## config.mk

```make
export PLATFORM = sky130hd
export DESIGN_NAME = sequential_multiplier_4x4
export DESIGN_NICKNAME = d
export VERILOG_FILES = /design/src/rtl/seq_mult_pkg.sv /design/src/rtl/seq_mult_datapath.sv /design/src/rtl/sequential_multiplier_4x4.sv
export SDC_FILE = /design/constraint.sdc
export NUM_CORES = 1
export LEC_CHECK = 0
export ABC_AREA = 1
export ABC_CLOCK_PERIOD_IN_PS = 1500
export CAP_MARGIN = 5
export CORE_ASPECT_RATIO = 0.5
export CORE_UTILIZATION = 34
export DETAILED_ROUTE_END_ITERATION = 16
export PLACE_DENSITY = 0.61
export SLEW_MARGIN = 20
export SYNTH_ARGS = -nofsm -noshare
export SYNTH_HDL_FRONTEND = slang
export SYNTH_HIERARCHICAL = 1
export SYNTH_SLANG_ARGS = --single-unit
export TNS_END_PERCENT = 20
```

## constraint.sdc

```tcl
create_clock -name clk -period 1.5 [get_ports clk]
set_clock_uncertainty 0.2 [all_clocks]
set_input_delay 0.225 -clock clk [delete_from_list [all_inputs] [get_ports clk]]
set_output_delay 0.225 -clock clk [all_outputs]
set_load 0.02 [all_outputs]
```

## src/rtl/seq_mult_pkg.sv

```systemverilog
// Shared definitions for the shift-and-add sequential multiplier.
// Holds the controller state encoding, the default operand width and counter sizing.
package seq_mult_pkg;

  localparam int WIDTH_DEF = 4;

  typedef enum logic [1:0] {
    IDLE = 2'd0,
    RUN  = 2'd1,
    DONE = 2'd2
  } state_e;

  // Counter must hold WIDTH itself, so it needs room for WIDTH+1 codes.
  function automatic int cnt_w(input int width);
    return $clog2(width + 1);
  endfunction

endpackage

```

## src/rtl/seq_mult_datapath.sv

```systemverilog
// Operand registers, (WIDTH+1)-bit adder, right shifter and iteration counter
// for the shift-and-add multiplier; sequencing comes from the top-level FSM.
import seq_mult_pkg::*;

module seq_mult_datapath #(
  parameter int WIDTH = WIDTH_DEF
) (
  input  logic               clk,
  input  logic               reset,
  input  logic               load,
  input  logic               step,
  input  logic [WIDTH-1:0]   m,
  input  logic [WIDTH-1:0]   q,
  output logic [2*WIDTH-1:0] product,
  output logic               last
);

  localparam int CNT_W = cnt_w(WIDTH);

  logic [WIDTH-1:0] a_reg;
  logic [WIDTH-1:0] q_reg;
  logic [WIDTH-1:0] m_reg;
  logic [CNT_W-1:0] cnt;
  logic             c;
  logic [WIDTH-1:0] a_sum;

  // Partial-product add; c is the carry that the shift pulls back into A.
  always_comb begin
    {c, a_sum} = {1'b0, a_reg} + (q_reg[0] ? {1'b0, m_reg} : '0);
  end

  always_ff @(posedge clk or negedge reset) begin
    if (!reset) begin
      a_reg <= '0;
      q_reg <= '0;
      m_reg <= '0;
      cnt   <= '0;
    end else if (load) begin
      a_reg <= '0;
      q_reg <= q;
      m_reg <= m;
      cnt   <= CNT_W'(WIDTH);
    end else if (step) begin
      a_reg <= {c, a_sum[WIDTH-1:1]};
      q_reg <= {a_sum[0], q_reg[WIDTH-1:1]};
      cnt   <= cnt - 1'b1;
    end
  end

  assign product = {a_reg, q_reg};
  assign last    = (cnt == CNT_W'(1));

endmodule

```

## src/rtl/sequential_multiplier_4x4.sv

```systemverilog
// Unsigned sequential multiplier, one multiplier bit per clock.
// Controller FSM and registered product/done outputs around seq_mult_datapath.
import seq_mult_pkg::*;

module sequential_multiplier_4x4 #(
  parameter int WIDTH = WIDTH_DEF
) (
  input  logic               clk,
  input  logic               reset,
  input  logic               start,
  input  logic [WIDTH-1:0]   m,
  input  logic [WIDTH-1:0]   q,
  output logic [2*WIDTH-1:0] out,
  output logic               busy,
  output logic               done
);

  state_e             state;
  logic               load;
  logic               step;
  logic               last;
  logic [2*WIDTH-1:0] product;

  // start is only honoured from IDLE, so in-flight operands are never disturbed.
  assign load = (state == IDLE) && start;
  assign step = (state == RUN);
  assign busy = (state == RUN);

  seq_mult_datapath #(
    .WIDTH(WIDTH)
  ) u_datapath (
    .clk    (clk),
    .reset  (reset),
    .load   (load),
    .step   (step),
    .m      (m),
    .q      (q),
    .product(product),
    .last   (last)
  );

  always_ff @(posedge clk or negedge reset) begin
    if (!reset) begin
      state <= IDLE;
      out   <= '0;
      done  <= 1'b0;
    end else begin
      done <= 1'b0;
      case (state)
        IDLE: if (start) state <= RUN;
        RUN:  if (last) state <= DONE;
        DONE: begin
          out   <= product;
          done  <= 1'b1;
          state <= IDLE;
        end
        default: state <= IDLE;
      endcase
    end
  end

endmodule

```

Word-level counts from Yosys, hierarchy flattened
Index checks and enable logic that the tools add are counted.
Cells by class
  muxes and demuxes: 11
  equal/unequal tests: 5
  add/subtract/negate cells: 2
  reduce and logical (&&, ||, !) cells: 4
Operator list (number)
  4-bit 2-to-1 mux: 5
  3-bit 2-to-1 mux: 2
  4-bit by 5-bit adder with 5-bit output: 1
  2-bit 2-to-1 mux: 2
  2-bit case mux with 2 select lines: 1
  3-bit by 1-bit == test with 1-bit output, second input constant: 1
  3-bit by 1-bit subtractor with 3-bit output, second input constant: 1
  2-bit by 1-bit == test with 1-bit output, second input constant: 1
  2-bit == test, second input constant: 1
  2-bit zero test: 1
  2-bit by 1-bit != test with 1-bit output, second input constant: 1
  2-bit != test, second input constant: 1
  2-bit AND reduction: 1
  2-bit nonzero test: 1
  1-bit logical AND: 1
  1-bit 2-to-1 mux: 1
Word-level totals
  input bits: 11
  register bits: 26
  output and inout port bits: 10
  logic and storage cells: 29

Depth between registers and ports, before layout
  word-level depth: 4
  depth in mapped cells: 9
  mapped depth without buffers: 8

Cells and area by module
Netlist, hierarchy kept.
By module, submodules not included
  seq_mult_datapath: area an instance 877.1 sq um, times used 1, seq. area each 375.4 sq um, cells each 99
  sequential_multiplier_4x4: area an instance 459.2 sq um, times used 1, seq. area each 275.3 sq um, cells each 49

Least setup slack after synthesis
OpenSTA, ideal clock, no wires.
  path kind: register to register
  start: reg state[1]
  end: reg u_datapath.q_reg[1]
  path slack: -0.278 ns
  clock period less this slack: 1.778 ns
  required time: 1.182 ns
  setup time: 0.118 ns
  path buffers: 1
  cell stages (with the launch flop): 8
  arrival time: 1.460 ns
  cell sequence: dfrtp_1 > buf_6 > nor2_1 > inv_2 > nor2_8 > inv_4 > o22ai_2 > nor2_2
Between the ends
  elaborated cells between the ends (all ways): 5
  classes of those cells: eq/ne (1); mux (1); reduce/logical (3)
RTL lines
  from (decl): line sequential_multiplier_4x4.sv:18  | state_e state;
  from (signal assigned): line sequential_multiplier_4x4.sv:44  | state <= IDLE;
  from (signal assigned): line sequential_multiplier_4x4.sv:50  | IDLE: if (start) state <= RUN;
  from (signal assigned): line sequential_multiplier_4x4.sv:51  | RUN: if (last) state <= DONE;
  2-bit by 1-bit == test with 1-bit output
  named net busy: line sequential_multiplier_4x4.sv:14  | output logic busy,
  2-bit nonzero test (no line)
  to (signal assigned): line seq_mult_datapath.sv:40  | q_reg <= q;
  to (signal assigned): line seq_mult_datapath.sv:45  | q_reg <= {a_sum[0], q_reg[WIDTH-1:1]};
  to (decl): line seq_mult_datapath.sv:21  | logic [WIDTH-1:0] q_reg;
The timed path passes the listed nets, and every way through them passes these cells.
A chain may end at the register's enable or synchronous reset.

Worst setup path in the final report
  start: reg u_datapath.q_reg[0]
  end: reg u_datapath.a_reg[1]
Between the ends
  cells in the longest elaborated chain, start to end: 4
Ends and longest elaborated chain
  4-bit 2-to-1 mux: line seq_mult_datapath.sv:29  | {c, a_sum} = {1'b0, a_reg} + (q_reg[0] ? {1'b0, m_reg} : '0);
  4-bit by 5-bit adder with 5-bit output: line seq_mult_datapath.sv:29
  4-bit 2-to-1 mux: line seq_mult_datapath.sv:43  | end else if (step) begin
  4-bit 2-to-1 mux: line seq_mult_datapath.sv:38  | end else if (load) begin
  to (signal assigned): line seq_mult_datapath.sv:44  | a_reg <= {c, a_sum[WIDTH-1:1]};
  to (decl): line seq_mult_datapath.sv:20  | logic [WIDTH-1:0] a_reg;
Every way passes these cells. The select of a mux whose other input is x is not followed.

==> flow_summary_export.csv <==
group,metric,value,unit
synth,synth_nets,166,
synth,syn_avg_cell_area,9.03,um2
route,drcViolationCount,0,
timing,holdWs,0.0905,ns
layout,area_delta_synth_final,36.5,%
place,port_buffers,20,
setup_path,reg2reg_from,"u_datapath/q_reg[0]$_DFFE_PN0P_",
run_status,violations,"setup timing",
floorplan,rows,15,
setup_path,reg2reg_depth,7,
setup_path,r2r_end,"u_datapath/a_reg[1]$_DFFE_PN0P_",
job,maxCapViolations,0,
setup_path,startpoint,"u_datapath/q_reg[0]$_DFFE_PN0P_",
synth,synth.area.top_cells,"dfrtp_1 (49%), nand2_1 (15%), ha_1 (5.6%)",
grt,grt_max_degree,27,
synth,ys_warn_count,6,
floorplan,die_area,4200,um2
synth,synth_top_area_share,0.487,
layout,finalNetCount,201,
setup_path,worst_setup_path_end_kind,"flop",
floorplan,io_pins,21,
setup_path,crit_chain,"nand2_1, inv_1, ha_2, inv_2, fa_2, xor2_2, o22ai_2",
setup_path,required,1.46,ns
grt,overflow,0,
min_path,hp-class,"in2async",
clock_tree,htree_levels,1,
setup_path,start_kind,"flop",
layout,largest_reg_flops,8,
setup_path,critPathBufInv,2,
timing,setup_violations,4,
timing,period_minus_slack,1.58,ns
timing,max_freq,633,MHz
clock_tree,clock_path_buffers,2,
route,first_iter_violations,31,
grt,antenna_found_initial,0,
grt,grt_pass1_wl,4.48,mm
timing,worstMarginPinSlew,0.216,ns
clock_tree,cts.sink_count,26,
setup_path,slowest_delay,0.37,ns
clock_tree,clk_latency,0.27,ns
floorplan,initial_core_util,0.373,
route,wirelength,2.62,mm
pwr,power_density,1900,nW/um2
route,vias,1018,
clock_tree,cts_tree,"yes",
timing,hold_viol_final,0,
pwr,p_leak,0.000949,uW
timing,drv_slew,0,
synth,synth.distinct_cells,23,
timing,fin_crit_sh,1.05,
clock_tree,cts_root_buf,"clkbuf_8",
floorplan,die_height,46.3,um
synth,syn_inst,148,
layout,n_antenna_cell,0,
floorplan,core,3580,um2
layout,layoutNonFillerInstCount,233,
synth,synth_top_area_cell,"dfrtp_1",
route,post_drt_wl_per_cell,11.2,um
pwr,ir_drop,653,uV
setup_path,critPathKind,"reg2reg",
route,drtAntennaViolNets,0,
grt,grt_pass1_vias,958,
timing,slew_headroom,0.856,
synth,synth_seq_cells,26,
pwr,finalPower,3470,uW
clock_tree,cts-hold-fix-buffers,0,
setup_path,crit_family,"adder cells",
synth,yosysSeqAreaShare,0.487,
route,dr.pass1.iters,4,
setup_path,crit_arrival,1.54,ns
run_status,status,"complete, but fails checks",
synth,syn_area,1340,um2
timing,rsz0062_at_grt,"yes",
layout,drive_above_1_share,0.242,
place,place.gp.congestion,0.811,
setup_path,cp_max_fo,2,
grt,grt_usage,0.144,
layout,largest-register,"out",
clock_tree,cts_buffers,3,
floorplan,die_x,90.7,um
route,vias_per_cell,4.37,
clock_tree,clkTransAtPathRegs,0.09,ns
setup_path,r2r_slack,-0.08,ns
setup_path,crit_slowest_cell,"fa_2",
place,placed_cells,229,
timing,fin_ws,-0.0797,ns
place,dp_hpwl,1.97,mm
-- Yosys cell counts --
cell and count:
fa_1 1, nand3_1 14, o21ai_2 1, inv_6 1, xor2_1 1, nand2_2 2, nand2_1 52, dfrtp_1 26
a21oi_1 3, nor2_8 1, buf_6 3, ha_1 6, o22ai_2 3, o211ai_1 1, nor2_2 1, o211ai_2 1
inv_4 2, inv_1 18, inv_2 1, nand2_8 1, nor3_4 1, o21ai_0 3, nor2_1 5
-- cell families after synthesis --
family	share of synthesized area
AOI/OAI and AO/OA	0.0721
xor gates and xnor gates	0.00656
adders and majority gates	0.0712
buffers and inverters	0.0946
DFF	0.487
and+or+nand+nor	0.269
-- stage by stage --
step	area (um2)	utilization	setup slack, ns	TNS [ns]
floorplan	1350	-	-0.0905	-0.234
global placement	1710	0.477	-0.106	-0.921
detailed placement	1710	0.477	-0.112	-1.02
CTS	1790	0.501	-0.0891	-0.300
global route	1820	0.509	-0.194	-0.721
finish	1820	0.509	-0.0797	-0.273
-- how the worst max path moves through the flow --
stage	depth (start not counted)	slack, ns	endpoint
floorplan	6	-0.09	u_datapath/a_reg[0]$_DFFE_PN0P_
finish	7	-0.08	u_datapath/a_reg[1]$_DFFE_PN0P_
global placement	9	-0.11	u_datapath/q_reg[2]$_DFFE_PN0P_
CTS	8	-0.09	u_datapath/a_reg[3]$_DFFE_PN0P_
detailed placement	9	-0.11	u_datapath/q_reg[2]$_DFFE_PN0P_
global route	8	-0.19	u_datapath/a_reg[3]$_DFFE_PN0P_
-- layout make-up --
class	count	area, um2
clock buffer	3	41.3
timing repair buffer	33	319
fill	318	1760
tap	51	63.8
sequential	26	651
multi-input combinational	97	627
inverter	22	92.6
clock inverter	1	30.0
-- worst register-to-register path: cells and delay by family, from the launching register on --
| family | cells | cell delay, ns |
|---|---|---|
| AOI/OAI and AO/OA | 1 | 0.07 |
| xor gates and xnor gates | 1 | 0.14 |
| adders and majority gates | 2 | 0.55 |
| buffers and inverters | 2 | 0.10 |
| DFF | 1 | 0.36 |
| and+or+nand+nor | 1 | 0.06 |
-- repair_timing --
item / 4_1_cts / 5_1_grt
setup endpoints to repair: 14 / 8
pin swaps: 1 / 0
buffers inserted: 0 / 0
resized for setup: 16 / 7
-- layout by cell type (no fill, tap or decap), drive strengths merged, types with 3 or more instances in the layout --
master and instances:
a21oi 3, buf 14, clkbuf 3, clkdlybuf4s50 10
dfrtp 26, dlygate4sd2 9, ha 6, inv 22
nand2 55, nand3 14, nor2 7, o21ai 4
o22ai 3
-- routing by layer --
metal,part of all wire,up-vias,GRT usage
met3,0.041,2,0.0396
met5,0,-,0
li1,-,530,-
met1,0.51,467,0.199
met2,0.45,19,0.224
met4,0.0076,0,0.0387
-- power by group --
group	switching [uW]	internal, uW	leakage (uW)
sequential	158	967	0.000335
combinational	1010	753	0.000578
clock	225	357	0.0000357
(Power assumes the default switching activity.)
